--- src/rtl/mem_bus_pkg.sv ---
// Shared definitions for the memory bus initiator: op codes, error codes,
// FSM state encoding, byte strobes and small decode helpers.
package mem_bus_pkg;

  typedef enum logic [1:0] {
    ST_IDLE = 2'd0,
    ST_BUS  = 2'd1,
    ST_RESP = 2'd2
  } state_e;

  localparam logic [2:0] OP_BYTE  = 3'b000;
  localparam logic [2:0] OP_HALF  = 3'b001;
  localparam logic [2:0] OP_WORD  = 3'b010;
  localparam logic [2:0] OP_BYTEU = 3'b100;
  localparam logic [2:0] OP_HALFU = 3'b101;

  localparam logic [1:0] ERR_OK       = 2'b00;
  localparam logic [1:0] ERR_MISALIGN = 2'b01;
  localparam logic [1:0] ERR_ILLEGAL  = 2'b10;
  localparam logic [1:0] ERR_TIMEOUT  = 2'b11;

  localparam logic [3:0] WSTRB_NONE = 4'b0000;
  localparam logic [3:0] WSTRB_BYTE = 4'b0001;
  localparam logic [3:0] WSTRB_HALF = 4'b0011;
  localparam logic [3:0] WSTRB_WORD = 4'b1111;

  // Unsigned variants exist only for loads.
  function automatic logic op_illegal(input logic we, input logic [2:0] op);
    if (we) return !(op == OP_BYTE || op == OP_HALF || op == OP_WORD);
    return !(op == OP_BYTE || op == OP_HALF || op == OP_WORD ||
             op == OP_BYTEU || op == OP_HALFU);
  endfunction

  // size: low two bits of the op code (00 byte, 01 half, 10 word)
  function automatic logic op_misaligned(input logic [1:0] size, input logic [1:0] addr_lo);
    case (size)
      2'b01:   return addr_lo[0];
      2'b10:   return addr_lo != 2'b00;
      default: return 1'b0;
    endcase
  endfunction

  function automatic logic [3:0] size_wstrb(input logic [1:0] size);
    case (size)
      2'b00:   return WSTRB_BYTE;
      2'b01:   return WSTRB_HALF;
      default: return WSTRB_WORD;
    endcase
  endfunction

  function automatic logic [31:0] size_wdata(input logic [1:0] size, input logic [31:0] data);
    case (size)
      2'b00:   return {24'b0, data[7:0]};
      2'b01:   return {16'b0, data[15:0]};
      default: return data;
    endcase
  endfunction

endpackage

--- src/rtl/mem_load_ext.sv ---
// Sign/zero extension of right-justified load data according to the op code.
module mem_load_ext
  import mem_bus_pkg::*;
(
  input  logic [2:0]  op_i,
  input  logic [31:0] raw_i,
  output logic [31:0] ext_o
);

  always_comb begin
    ext_o = raw_i;
    case (op_i)
      OP_BYTE:  ext_o = {{24{raw_i[7]}}, raw_i[7:0]};
      OP_HALF:  ext_o = {{16{raw_i[15]}}, raw_i[15:0]};
      OP_BYTEU: ext_o = {24'b0, raw_i[7:0]};
      OP_HALFU: ext_o = {16'b0, raw_i[15:0]};
      default:  ext_o = raw_i;
    endcase
  end

endmodule

--- src/rtl/mem_initiator.sv ---
// Single-outstanding load/store initiator: validates a request, runs one
// valid/ready bus cycle with timeout, and returns an extended response.
module mem_initiator
  import mem_bus_pkg::*;
#(
  parameter int unsigned TIMEOUT = 255
) (
  input  logic        clk,
  input  logic        reset,
  input  logic        req_valid,
  output logic        req_ready,
  input  logic        req_we,
  input  logic [2:0]  req_op,
  input  logic [31:0] req_addr,
  input  logic [31:0] req_wdata,
  output logic        resp_valid,
  input  logic        resp_ready,
  output logic [31:0] resp_rdata,
  output logic [1:0]  resp_err,
  output logic        mem_valid,
  input  logic        mem_ready,
  output logic [31:0] mem_addr,
  input  logic [31:0] mem_rdata,
  output logic [31:0] mem_wdata,
  output logic [3:0]  mem_wstrb
);

  localparam int CW = $clog2(TIMEOUT + 1);
  localparam logic [CW-1:0] TMO = CW'(TIMEOUT);
  localparam logic [CW-1:0] CNT_ONE = CW'(1);

  state_e        state_q, state_d;
  logic          we_q, we_d;
  logic [2:0]    op_q, op_d;
  logic [31:0]   addr_q, addr_d;
  logic [31:0]   wdata_q, wdata_d;
  logic [3:0]    wstrb_q, wstrb_d;
  logic          valid_q, valid_d;
  logic [CW-1:0] cnt_q, cnt_d;
  logic [31:0]   rdata_q, rdata_d;
  logic [1:0]    err_q, err_d;
  logic [31:0]   load_ext;

  mem_load_ext u_load_ext (
    .op_i  (op_q),
    .raw_i (mem_rdata),
    .ext_o (load_ext)
  );

  always_ff @(posedge clk or posedge reset) begin
    if (reset) begin
      state_q <= ST_IDLE;
      we_q    <= 1'b0;
      op_q    <= 3'b0;
      addr_q  <= 32'b0;
      wdata_q <= 32'b0;
      wstrb_q <= WSTRB_NONE;
      valid_q <= 1'b0;
      cnt_q   <= '0;
      rdata_q <= 32'b0;
      err_q   <= ERR_OK;
    end else begin
      state_q <= state_d;
      we_q    <= we_d;
      op_q    <= op_d;
      addr_q  <= addr_d;
      wdata_q <= wdata_d;
      wstrb_q <= wstrb_d;
      valid_q <= valid_d;
      cnt_q   <= cnt_d;
      rdata_q <= rdata_d;
      err_q   <= err_d;
    end
  end

  // mem_ready is checked before the timeout so a late ready still completes.
  always_comb begin
    state_d = state_q;
    we_d    = we_q;
    op_d    = op_q;
    addr_d  = addr_q;
    wdata_d = wdata_q;
    wstrb_d = wstrb_q;
    valid_d = valid_q;
    cnt_d   = cnt_q;
    rdata_d = rdata_q;
    err_d   = err_q;
    case (state_q)
      ST_IDLE: begin
        if (req_valid) begin
          we_d = req_we;
          op_d = req_op;
          rdata_d = 32'b0;
          if (op_illegal(req_we, req_op)) begin
            state_d = ST_RESP;
            err_d   = ERR_ILLEGAL;
          end else if (op_misaligned(req_op[1:0], req_addr[1:0])) begin
            state_d = ST_RESP;
            err_d   = ERR_MISALIGN;
          end else begin
            state_d = ST_BUS;
            err_d   = ERR_OK;
            addr_d  = req_addr;
            wdata_d = req_we ? size_wdata(req_op[1:0], req_wdata) : 32'b0;
            wstrb_d = req_we ? size_wstrb(req_op[1:0]) : WSTRB_NONE;
            valid_d = 1'b1;
            cnt_d   = CNT_ONE;
          end
        end
      end
      ST_BUS: begin
        if (mem_ready) begin
          state_d = ST_RESP;
          valid_d = 1'b0;
          cnt_d   = '0;
          err_d   = ERR_OK;
          rdata_d = we_q ? 32'b0 : load_ext;
        end else if (cnt_q == TMO) begin
          state_d = ST_RESP;
          valid_d = 1'b0;
          cnt_d   = '0;
          err_d   = ERR_TIMEOUT;
          rdata_d = 32'b0;
        end else begin
          cnt_d = cnt_q + CNT_ONE;
        end
      end
      ST_RESP: begin
        if (resp_ready) begin
          state_d = ST_IDLE;
          err_d   = ERR_OK;
          rdata_d = 32'b0;
        end
      end
      default: state_d = ST_IDLE;
    endcase
  end

  assign req_ready  = (state_q == ST_IDLE) && !reset;
  assign resp_valid = (state_q == ST_RESP);
  assign resp_rdata = rdata_q;
  assign resp_err   = err_q;
  assign mem_valid  = valid_q;
  assign mem_addr   = addr_q;
  assign mem_wdata  = wdata_q;
  assign mem_wstrb  = wstrb_q;

endmodule
--- config.mk ---
export PLATFORM = sky130hd
export DESIGN_NAME = mem_initiator
export DESIGN_NICKNAME = d
export VERILOG_FILES = /design/src/rtl/mem_bus_pkg.sv /design/src/rtl/mem_load_ext.sv /design/src/rtl/mem_initiator.sv
export SDC_FILE = /design/constraint.sdc
export NUM_CORES = 1
export LEC_CHECK = 0
export CORE_MARGIN = 2
export CORE_UTILIZATION = 43
export DETAILED_ROUTE_END_ITERATION = 7
export HOLD_SLACK_MARGIN = 0.15
export PLACE_DENSITY = 0.82
export SYNTH_ARGS = -nofsm -noshare
export SYNTH_HDL_FRONTEND = slang
export SYNTH_SLANG_ARGS = --single-unit
--- constraint.sdc ---
create_clock -name clk -period 4.3 [get_ports clk]
set_clock_uncertainty 0.1 [all_clocks]
set_input_delay 0.645 -clock clk [delete_from_list [all_inputs] [get_ports clk]]
set_output_delay 0.645 -clock clk [all_outputs]
set_load 0.01 [all_outputs]
Word level (Yosys, flattened, before mapping):

Cells that the tools add are included.

* register bits after elaboration: 117
* input port bits: 105
* logic and storage cells: 98

* add/sub/neg operators: 1
* equality and inequality tests: 17
* mux-type cells: 47
* bitwise gates (word level): 2
* reduce and logical (&&, ||, !) cells: 21

Operators with widths (count)
* two-way mux 32 bit: 6
* case mux 32 bit (4 select lines): 1
* case mux 32 bit (3 select lines): 1
* case mux 32 bit (2 select lines): 1
* two-way mux 8 bit: 5
* two-way mux 2 bit: 10
* two-way mux 1 bit: 16
* case mux 8 bit (2 select lines): 1
* == test 3 bit (second input constant): 4
* case mux 2 bit (3 select lines): 2
* AND reduction 4 bit: 3
* adder 8 x 1 -> 8 bit (second input constant): 1
* == test 8 bit (second input constant): 1
* case mux 4 bit (2 select lines): 1
* == test 3 x 1 -> 1 bit (second input constant): 2
* logical NOT 3 bit: 2
* != test 2 bit (second input constant): 3
* AND reduction 5 bit: 1
* == test 2 x 1 -> 1 bit (second input constant): 2
* == test 2 bit (second input constant): 2
* logical NOT 2 bit: 2
* logical OR 1 bit: 4
* two-way mux 4 bit: 1
* case mux 1 bit (2 select lines): 2
* 10 further kinds: 14

Depth between registers and ports, before layout:

* word-level depth: 16
* gate-level depth with buffers: 9

Cells and area by module:

A second synthesis with hierarchy kept.

* cell total of the unflattened synthesis: 498
* area total of the unflattened synthesis: 5182.5 µm²

Modules (own cells, without submodules)
* mem_initiator: times used 1, cells each 431, area an instance 4827.1 µm², sequential area each 2902.8 µm²
* mem_load_ext: times used 1, cells each 67, area an instance 355.3 µm², sequential area each 0.0 µm²

Worst setup path after synthesis:

No wires, ideal clock.

* path type: input to register
* from: input port req_op[0]
* to: register wdata_q[27] (netlist: mem_wdata[27])
* setup time: 0.121 ns
* arrival time: 2.076 ns
* setup slack: 2.003 ns
* stages: 8
* path buffers: 2
* path through: inv_1 -> ha_1 -> o211a_1 -> a31oi_2 -> nand4_2 -> buf_2 -> buf_6 -> a22o_1

* cells in the longest elaborated chain, start to end: 11
* elaborated cells between the ends (all ways): 27

RTL lines
* from (decl): RTL line mem_initiator.sv:13 `input logic [2:0] req_op,`
* == test 3 x 1 -> 1 bit or logical NOT 3 bit (tied branches): RTL line mem_bus_pkg.sv:29, mem_bus_pkg.sv:30
* logical OR 1 bit (2 in series): RTL line mem_bus_pkg.sv:29, mem_bus_pkg.sv:30
* logical OR 1 bit: RTL line mem_bus_pkg.sv:30 `return !(op == OP_BYTE || op == OP_HALF || op == OP_WORD ||`
* logical OR 1 bit: RTL line mem_bus_pkg.sv:31 `op == OP_BYTEU || op == OP_HALFU);`
* logical NOT 1 bit: RTL line mem_bus_pkg.sv:30
* two-way mux 1 bit: RTL line mem_bus_pkg.sv:30
* two-way mux 1 bit: RTL line mem_initiator.sv:90 `if (req_valid) begin`
* two-way mux 1 bit: RTL line mem_initiator.sv:88 `case (state_q)`
* NOT 1 bit (no source line)
* AND reduction 4 bit (no source line)
* to (signal assigned): RTL line mem_initiator.sv:67 `wdata_q <= wdata_d;`
* to (decl): RTL line mem_initiator.sv:36 `logic [31:0] wdata_q, wdata_d;`

Parallel ways exist; a longest one is shown, timed or not. The select of a mux whose other input is x is not followed.
A chain may end at the register's enable or synchronous reset.

Final worst setup path:

* from: input port req_op[1]
* to: register cnt_q[3]

* cells in the longest elaborated chain, start to end: 11
* elaborated cells between the ends (all ways): 24

RTL lines
* == test 3 x 1 -> 1 bit or logical NOT 3 bit (tied branches): RTL line mem_bus_pkg.sv:29, mem_bus_pkg.sv:30
* logical OR 1 bit (2 in series): RTL line mem_bus_pkg.sv:29, mem_bus_pkg.sv:30
* logical OR 1 bit: RTL line mem_bus_pkg.sv:30
* logical OR 1 bit: RTL line mem_bus_pkg.sv:31
* logical NOT 1 bit: RTL line mem_bus_pkg.sv:30
* two-way mux 1 bit: RTL line mem_bus_pkg.sv:30
* two-way mux 1 bit: RTL line mem_initiator.sv:90
* two-way mux 1 bit: RTL line mem_initiator.sv:88
* != test 2 bit (no source line)
* AND reduction 4 bit (no source line) (*)
* to (signal assigned): RTL line mem_initiator.sv:70 `cnt_q <= cnt_d;`
* to (decl): RTL line mem_initiator.sv:39 `logic [CW-1:0] cnt_q, cnt_d;`

Every way passes the cells marked *; elsewhere a longest branch is shown, timed or not. The select of a mux whose other input is x is not followed.

==> impl_metrics.py <==
metrics = {
    "layout": {
        "multi_input_area_um2": 1930,
        "drive_gt1_share_pct": 11.2,
        "fin_util_pct": 67.7,
        "final_cell_mix": "clkdlybuf4s50_1 (209), dfrtp_1 (116), nand2_1 (82)",
        "final_common_cell": "clkdlybuf4s50_1",
        "stdcell_count": 804,
        "antenna_cells": 0,
        "fillCellCount": 881,
        "regArea_um2": 2900,
        "nNetsFinal": 762,
        "area_growth_pct": 54.1,
    },
    "cts": {
        "root_buffer": "clkbuf_16",
        "htreeDepth": 4,
        "hold_buffers": 0,
        "clk_latency_ns": 0.41,
        "cts_setup_buffers": 0,
        "numClockSinks": 116,
        "clockBufferDepth": 2,
        "cts_tree": "done",
        "clkTransAtPathRegs_ns": 0.05,
        "cts_buffers": 17,
        "ctsResizeCount": 0,
    },
    "floorplanning": {
        "dieArea_um2": 12500,
        "rows": 39,
        "num_io_pins": 210,
        "die-height_um": 112,
        "die_w_um": 112,
        "core-area_um2": 11400,
        "initial_core_util_pct": 43.9,
    },
    "timing": {
        "worst_hold_slack_ns": 0.376,
        "fmax_mhz": 340,
        "rsz0062_at_grt": "no",
        "worstMarginPinSlew_ns": 1.27,
        "final.setup.tns_ns": 0,
        "max-slew-margin-rel_pct": 14.4,
        "finalSetupViolCount": 0,
        "slew_violations": 0,
        "period_share_pct": 68.3,
        "fin_crit_ns": 2.94,
        "hold_viol": 0,
    },
    "power": {
        "power.leakage_nw": 3.34,
        "vdd.ir_drop.worst_mv": 0.430,
        "finalPower_mw": 4.64,
        "powerDensity_nw_per_um2": 604,
    },
    "worst_setup_path": {
        "r2r_cells": 7,
        "r2r-end": "resp_rdata[9]",
        "path_class": "input port to register",
        "path_max_fanout": 13,
        "ff2ff_setup_slack_ns": 1.46,
        "cp_data_required_time_ns": 4.53,
        "endpoint_kind": "register",
        "worstSetupStartpointType": "input port",
        "worstPathArrival_ns": 3.16,
        "r2r_start": "cnt_q[0]",
    },
    "hold_path": {
        "hold_end": "resp_rdata[5]",
        "min_path_cells": 2,
        "hold_path_class": "register to register",
        "min-delay-start": "resp_rdata[5]",
    },
    "route": {
        "drt_pass1_iterations": 4,
        "via_per_inst": 5.13,
        "vias": 4125,
        "routed_wl_um": 13500,
        "wl_per_cell_um": 16.8,
        "drcViolationCount": 0,
        "ant_nets": 0,
        "drt_iter0_drc": 164,
    },
    "logic_synthesis": {
        "synth_fp_nets": 557,
        "ys_types": 43,
        "syn_inst": 444,
        "ys.warnings.count": 0,
        "avgSynthCellArea_um2": 11.2,
        "ys_ff_latch": 116,
        "yosysSeqAreaShare_pct": 58.1,
        "netlist_area_um2": 4990,
    },
    "grt": {
        "grt_use_met3_pct": 7.73,
        "grtUsageMet1_pct": 25.9,
        "grt_first_pass_wirelength_um": 22100,
        "grt_pass1_vias": 4410,
        "busiest_layer": "met2",
        "met2_usage_pct": 37.6,
        "grt_usage_pct": 22.4,
        "antenna_found_initial": 0,
        "grt_start_max_net_pins": 74,
        "grt_remaining_overflow": 0,
    },
    "placed_design": {
        "gp_congestion": 0.800,
        "dp.cells": 773,
        "port_buffers": 209,
        "dpl.hpwl_um": 9560,
    },
    "job": {
        "cap_violations": 0,
    },
    "run_status": {
        "status": "completed",
    },
}
final cells by class:
| type | instances | share of cell area (%) |
|---|---|---|
| multi-input cells | 292 | 25.1 |
| well taps | 143 | 2.32 |
| clock buffers | 26 | 6.23 |
| clock inverters | 5 | 0.358 |
| repair buffers | 214 | 27.8 |
| inverters | 8 | 0.423 |
| flip-flops and latches | 116 | 37.7 |
synthesized netlist by cell type (all sizes together):
library cell / n / share of area [%]
mux2: 36 / 8.1
a21o: 10 / 1.5
nand2: 82 / 6.2
nand3: 5 / 0.60
a41oi: 1 / 0.18
or3: 1 / 0.13
o21ai: 47 / 4.9
o211ai: 1 / 0.15
inv: 8 / 0.60
nor3: 1 / 0.33
nor3b: 1 / 0.15
or2: 1 / 0.13
mux2i: 1 / 0.20
clkbuf: 12 / 0.90
nand4: 3 / 0.63
and2b: 1 / 0.15
buf: 16 / 1.9
o41ai: 2 / 0.35
a22oi: 1 / 0.15
nor2: 10 / 0.80
a22o: 16 / 2.8
or4b: 2 / 0.40
nand2b: 6 / 0.75
and2: 1 / 0.13
ha: 8 / 2.0
nor2b: 18 / 2.3
or4: 1 / 0.15
a211oi: 9 / 1.4
dfrtp: 116 / 58
a21oi: 3 / 0.30
o31ai: 19 / 2.9
a21boi: 2 / 0.30
o211a: 1 / 0.20
a31oi: 2 / 0.38
kinds of logic after synthesis:
kind of cell	share of synthesized area [%]
AO/OA/AOI/OAI	15.5
flip-flops	58.1
multiplexers	8.32
adder cells (fa/ha/maj)	2.00
buffers and inverters	3.36
AND/OR/NAND/NOR	12.8
worst max-delay path by stage:
stage                endpoint  cells past startpoint       from  slack, ns
2_1_floorplan        cnt_q[0]                      1      reset       0.48
3_3_place_gp         cnt_q[3]                      8  req_op[0]       1.08
3_5_place_dp         cnt_q[3]                      8  req_op[0]       0.96
4_1_cts              cnt_q[3]                      8  req_op[1]       1.39
5_1_grt        resp_rdata[11]                      7   cnt_q[0]       1.19
6_report             cnt_q[3]                      8  req_op[1]       1.36
metal layers:
layer  wire length, um  vias up
li1                  -     1968
met1              5470     1986
met2              6810      146
met3               861       25
met4               329        0
met5                 0        -
report_power, final:
| part | switching (mW) | internal [mW] | total [mW] |
|---|---|---|---|
| sequential | 0.245 | 1.44 | 1.69 |
| clock | 0.451 | 0.756 | 1.21 |
| combinational | 0.775 | 0.973 | 1.75 |
| total | 1.47 | 3.17 | 4.64 |
through the flow:
step,cell area (um^2),setup WS (ns)
after floorplan,4990,0.483
after global placement,7190,1.08
after detailed placement,7190,0.957
after CTS,7700,1.39
after global routing,7700,1.19
final,7700,1.36
worst max-delay path, stage by stage:
cell and delay (ns):
clkdlybuf4s50_1 0.49, inv_1 0.09, ha_1 0.32, o211a_1 0.15
a31oi_2 0.29, a41oi_1 0.48, or4_1 0.61, o211ai_1 0.09
sequential cells by signal, summed over array words and instances (netlist names):
register and count:
cnt_q 8, mem_addr 32, mem_valid 1, mem_wdata 32
mem_wstrb 3, op_q 3, resp_err 2, resp_rdata 32
state_q 2, we_q 1
Power figures use the tool's default switching activity.
